`config.mk`:
```
export PLATFORM = sky130hd
export DESIGN_NAME = simon_key_expander
export DESIGN_NICKNAME = d
export VERILOG_FILES = /design/src/rtl/simon_pkg.sv /design/src/rtl/simon_key_step.sv /design/src/rtl/simon_key_expander.sv
export SDC_FILE = /design/constraint.sdc
export NUM_CORES = 1
export LEC_CHECK = 0
export BUFFER_PORTS_ARGS = -buffer_cell sky130_fd_sc_hd__buf_4
export CAP_MARGIN = 40
export CORE_MARGIN = 4
export CORE_UTILIZATION = 40
export CTS_CLUSTER_DIAMETER = 120
export CTS_CLUSTER_SIZE = 40
export DETAILED_ROUTE_END_ITERATION = 6
export GPL_TIMING_DRIVEN = 0
export PLACE_DENSITY = 0.7
export RECOVER_POWER = 50
export REMOVE_ABC_BUFFERS = 1
export SYNTH_ARGS = -nofsm -noshare
export SYNTH_HDL_FRONTEND = slang
export SYNTH_SLANG_ARGS = --single-unit
```
`constraint.sdc`:
```
create_clock -name clk -period 7.2 [get_ports clk]
set_clock_uncertainty 0.05 [all_clocks]
set_input_delay 0.36 -clock clk [delete_from_list [all_inputs] [get_ports clk]]
set_output_delay 0.36 -clock clk [all_outputs]
set_load 0.01 [all_outputs]
```
`src/rtl/simon_pkg.sv`:
```
// Shared constants, helpers and state encoding for the SIMON64/128 key schedule.
// Words are 32 bits; rotations treat bit 31 as the MSB.
package simon_pkg;

  localparam int WORD_W    = 32;
  localparam int KEY_WORDS = 4;
  localparam int ROUNDS    = 44;

  localparam logic [WORD_W-1:0] C_CONST = 32'hFFFFFFFC;
  localparam logic [63:0]       Z3      = 64'hFC2CE51207A635DB;

  typedef enum logic {
    IDLE = 1'b0,
    EMIT = 1'b1
  } state_e;

  function automatic logic [WORD_W-1:0] ror1(input logic [WORD_W-1:0] x);
    return {x[0], x[WORD_W-1:1]};
  endfunction

  function automatic logic [WORD_W-1:0] ror3(input logic [WORD_W-1:0] x);
    return {x[2:0], x[WORD_W-1:3]};
  endfunction

endpackage

```
`src/rtl/simon_key_step.sv`:
```
// One SIMON64/128 key-schedule step: derives k(i+4) from k(i), k(i+1), k(i+3)
// and the z bit for that step.
module simon_key_step
  import simon_pkg::*;
(
  input  logic [WORD_W-1:0] w0,
  input  logic [WORD_W-1:0] w1,
  input  logic [WORD_W-1:0] w3,
  input  logic              z_bit,
  output logic [WORD_W-1:0] knew
);

  logic [WORD_W-1:0] a;

  // The z bit only ever touches the LSB.
  always_comb begin
    a    = ror3(w3) ^ w1;
    knew = w0 ^ a ^ ror1(a) ^ C_CONST ^ {{(WORD_W-1){1'b0}}, z_bit};
  end

endmodule

```
`src/rtl/simon_key_expander.sv`:
```
// Streams SIMON64/128 round keys k0..k43 from a 128-bit master key over valid/ready.
// The window always holds k(i)..k(i+3), so the presented round key is simply w0.
module simon_key_expander #(
  parameter int          ROUNDS    = simon_pkg::ROUNDS,
  parameter int          KEY_WORDS = simon_pkg::KEY_WORDS,
  parameter logic [63:0] Z_SEQ     = simon_pkg::Z3
) (
  input  logic                                  clk,
  input  logic                                  rst,
  input  logic                                  key_valid,
  output logic                                  key_ready,
  input  logic [KEY_WORDS*simon_pkg::WORD_W-1:0] key,
  output logic                                  rk_valid,
  input  logic                                  rk_ready,
  output logic [simon_pkg::WORD_W-1:0]           rk_data,
  output logic [5:0]                            rk_index,
  output logic                                  rk_last,
  output logic                                  busy
);

  import simon_pkg::*;

  localparam logic       ST_IDLE  = logic'(IDLE);
  localparam logic       ST_EMIT  = logic'(EMIT);
  localparam logic [5:0] LAST_IDX = 6'(ROUNDS - 1);

  logic              state;
  logic [5:0]        idx;
  logic [WORD_W-1:0] w0, w1, w2, w3;
  logic [WORD_W-1:0] knew;

  // While k(i) is presented, the step computes k(i+4), whose z index is i.
  simon_key_step u_step (
    .w0    (w0),
    .w1    (w1),
    .w3    (w3),
    .z_bit (Z_SEQ[idx]),
    .knew  (knew)
  );

  always_ff @(posedge clk) begin
    if (rst) begin
      state <= ST_IDLE;
      idx   <= '0;
      w0    <= '0;
      w1    <= '0;
      w2    <= '0;
      w3    <= '0;
    end else begin
      case (state)
        ST_IDLE: begin
          if (key_valid) begin
            w0    <= key[0*WORD_W +: WORD_W];
            w1    <= key[1*WORD_W +: WORD_W];
            w2    <= key[2*WORD_W +: WORD_W];
            w3    <= key[3*WORD_W +: WORD_W];
            idx   <= '0;
            state <= ST_EMIT;
          end
        end
        ST_EMIT: begin
          if (rk_ready) begin
            if (idx == LAST_IDX) begin
              idx   <= '0;
              state <= ST_IDLE;
            end else begin
              w0  <= w1;
              w1  <= w2;
              w2  <= w3;
              w3  <= knew;
              idx <= idx + 6'd1;
            end
          end
        end
        default: state <= ST_IDLE;
      endcase
    end
  end

  // All handshake outputs come straight from registers; rk_ready never feeds rk_valid.
  assign key_ready = (state == ST_IDLE);
  assign rk_valid  = (state == ST_EMIT);
  assign busy      = (state != ST_IDLE);
  assign rk_data   = w0;
  assign rk_index  = idx;
  assign rk_last   = (idx == LAST_IDX);

endmodule

```
==> results.json <==
{
  "r2r_slack_ns": 2.56,
  "synthSimpleGateAreaFrac_pct": 11.7,
  "synthCells": 781,
  "drc": 0,
  "synth_xor_area_share_pct": 12.1,
  "synthAdderAreaFrac_pct": 0.531,
  "grt_pass1_vias": 5644,
  "die-area_um2": 19900,
  "globalplace.congestion": 0.769,
  "ant_nets": 0,
  "synth-seq-cells": 136,
  "crit_fanout": 79,
  "finalSetupViolCount": 0,
  "slowest_delay_ns": 2.22,
  "failed_checks": "max-capacitance violations, max-slew violations",
  "ys_seq_area_share_pct": 38.5,
  "total_power_mw": 2.31,
  "drive_gt1_share_pct": 19.5,
  "critPathBufInv": 1,
  "worstSetupPathType": "reg -> reg",
  "die_w_um": 141,
  "viasPerCell": 5.05,
  "syn-cell-area_um2": 7070,
  "synth_compound_area_share_pct": 18.6,
  "gr-total-overflow": 0,
  "synth_top_family_by_area": "compound AO/OA/AOI/OAI gates",
  "clock_power_share_pct": 37.6,
  "synth_cell_types": 48,
  "r2r-end": "w3[14]$_SDFFE_PP0P_",
  "worst_pin_slew_ns": 2.81,
  "hold_viol": 0,
  "via_count": 5818,
  "ys.flop_type": "dfxtp_1",
  "die_y_um": 141,
  "ctsResizeCount": 0,
  "insertion_delay_ns": 0.41,
  "drv_slew": 53,
  "worstHoldStart": "rk_ready",
  "wl_per_cell_um": 15.0,
  "place_ws_ns": 4.19,
  "hold-path-endpoint": "busy$_SDFF_PP0_",
  "hp-class": "in -> reg",
  "p_int_mw": 1.66,
  "combPwrFrac_pct": 23.4,
  "cts_tree": "done",
  "layout.nets": 1050,
  "routed_wl_mm": 17.3,
  "clk_pin_slew_ns": 0.06,
  "power_switching_mw": 0.648,
  "crit_family": "flip-flops",
  "max-cap-violations": 1,
  "max_freq_mhz": 216,
  "rows": 48,
  "drt_iter0_drc": 231,
  "n_antenna_cell": 0,
  "power.density_nw_per_um2": 257,
  "power_frac_seq_pct": 39.0,
  "cp.arrival_ns": 4.92,
  "htree_levels": 4,
  "period_minus_slack_ns": 4.64,
  "clock-sinks": 136,
  "cp-start-kind": "register",
  "ctsHoldBuffers": 0,
  "p_sw_share_pct": 28.1,
  "track_usage_pct": 17.5,
  "fin_crit_sh_pct": 64.4,
  "synth_mux_area_share_pct": 14.2,
  "grt_max_degree": 97,
  "core_um2": 17300,
  "yosysWarningCount": 0,
  "antenna_found_initial": 0,
  "cpMaxStageDelayCell": "dfxtp_1",
  "start_util_pct": 40.9,
  "clock-root-buffer": "clkbuf_16",
  "rsz0062_at_grt": "false",
  "whs_path_depth": 2,
  "max_slew_margin_pct": -87.6,
  "rr_startpoint": "busy$_SDFF_PP0_",
  "pin_count": 174,
  "status": "finished, violations left",
  "reg2reg_depth": 6,
  "grt_pass1_wl_mm": 28.6,
  "vdd_drop_max_mv": 0.161,
  "place_hpwl_mm": 12.1,
  "first_pass_iters": 4,
  "post-cts-setup-buffers": 0,
  "cp_cell_sequence": "nand2_1 > nor2_1 > a21o_4 > buf_16 > o211ai_1 > a21oi_1",
  "critPathRequiredTime_ns": 7.48,
  "synth_edf_count": 0,
  "cp-end-kind": "register",
  "io_buffers": 173,
  "ctsLongestPathBuffers": 2,
  "syn-mean-instance-area_um2": 9.05,
  "synthArstFlopShare_pct": 0,
  "nFillCells": 1684,
  "fin_ws_ns": 2.56,
  "numCtsBuffers": 17,
  "leakagePower_nw": 3.47,
  "syn_to_final_growth_pct": 26.7
}
## final cells by class
type	instances	area [um^2]	share of cell area (%)
timing repair buffer	179	1320	14.7
tap	225	282	3.14
sequential	136	2720	30.4
multi-input combinational	576	4030	45.0
clock buffer	25	495	5.53
inverter	5	21.3	0.237
clock inverter	7	91.3	1.02
## cell families after synthesis
logic type / after synthesis
AND/OR/NAND/NOR: 193
AO/OA/AOI/OAI: 182
flip-flops: 136
multiplexers: 100
XOR/XNOR: 98
buffers and inverters: 69
adder cells (fa/ha/maj): 3
## layout by cell type, fill, tap and decap left out, types with 2 or more instances in the layout
cell type and n:
dfxtp_1 136, buf_4 132, nor2_1 102, mux2i_1 99, a211oi_1 97, xnor2_1 97
nand2_1 69, clkbuf_1 44, a21oi_1 36, o211ai_1 31, clkbuf_16 17, buf_16 6
nand3_1 5, inv_1 4, o21ai_0 4, clkbuf_8 4, ha_1 3, clkinv_2 3
nand4_1 2, nor2b_1 2, o2111ai_1 2, nand3b_1 2, nand4b_1 2, a311oi_1 2
bufinv_16 2
## worst max-delay path by stage
stage / startpoint / to / slack, ns / cells after the start
final: busy$_SDFF_PP0_ / w3[14]$_SDFFE_PP0P_ / 2.56 / 6
after floorplan: busy$_SDFF_PP0_ / w3[0]$_SDFFE_PP0P_ / -2.57 / 5
after global routing: busy$_SDFF_PP0_ / w3[31]$_SDFFE_PP0P_ / 2.06 / 6
after CTS: busy$_SDFF_PP0_ / u_step.z_bit$_DFF_P_ / 4.16 / 12
after detailed placement: busy$_SDFF_PP0_ / u_step.z_bit$_DFF_P_ / 4.19 / 12
after global placement: busy$_SDFF_PP0_ / w3[14]$_SDFFE_PP0P_ / -6.16 / 5
## sequential cells by signal, indices dropped and copies added, names as in the netlist
register and count:
rk_data 32, w1 32, w2 32, w3 32, rk_index 6, busy 1
u_step.z_bit 1
## Yosys cell counts, drive strengths merged (2+ instances only)
master / instances / share of area (%)
dfxtp: 136 / 39
nor2: 102 / 5.6
mux2i: 99 / 14
a211oi: 97 / 10
xnor2: 97 / 12
nand2: 69 / 3.7
clkbuf: 47 / 2.6
a21oi: 37 / 2.8
o211ai: 31 / 3.3
buf: 17 / 1.4
inv: 5 / 0.30
nand3: 5 / 0.35
o21ai: 5 / 0.35
ha: 3 / 0.53
nand2b: 3 / 0.41
nand3b: 3 / 0.50
a311oi: 2 / 0.25
nand4: 2 / 0.18
nand4b: 2 / 0.25
nor2b: 2 / 0.18
o2111ai: 2 / 0.25
## through the flow
stage	TNS (ns)	hold WS [ns]	area [um^2]	instances	util [%]
after floorplan	-315.43	0.379	6780	717	-
after global placement	-748.31	0.416	8360	1115	48.4
after detailed placement	0	0.430	8550	1121	49.5
after CTS	0	0.158	9140	1153	52.9
after global routing	0	0.189	8960	1153	51.8
final	0	0.190	8960	1153	51.8
## per-layer routing
metal  part of all wire, %  track usage [%]
met5                     0                0
met2                    46             27.3
met1                    47             23.7
met4                   1.0             4.64
met3                   5.9             5.16
## power by group through the flow
stage                     combinational [mW]  sequential (mW)  clock [mW]
after floorplan                        0.396            0.920           0
final                                  0.540            0.898       0.867
after detailed placement               0.556            0.916           0
after global routing                   0.603            0.910       0.924
after CTS                              0.559            0.900       0.893
after global placement                 0.566            0.932           0
No activity file was read; power rests on OpenSTA's default activity.
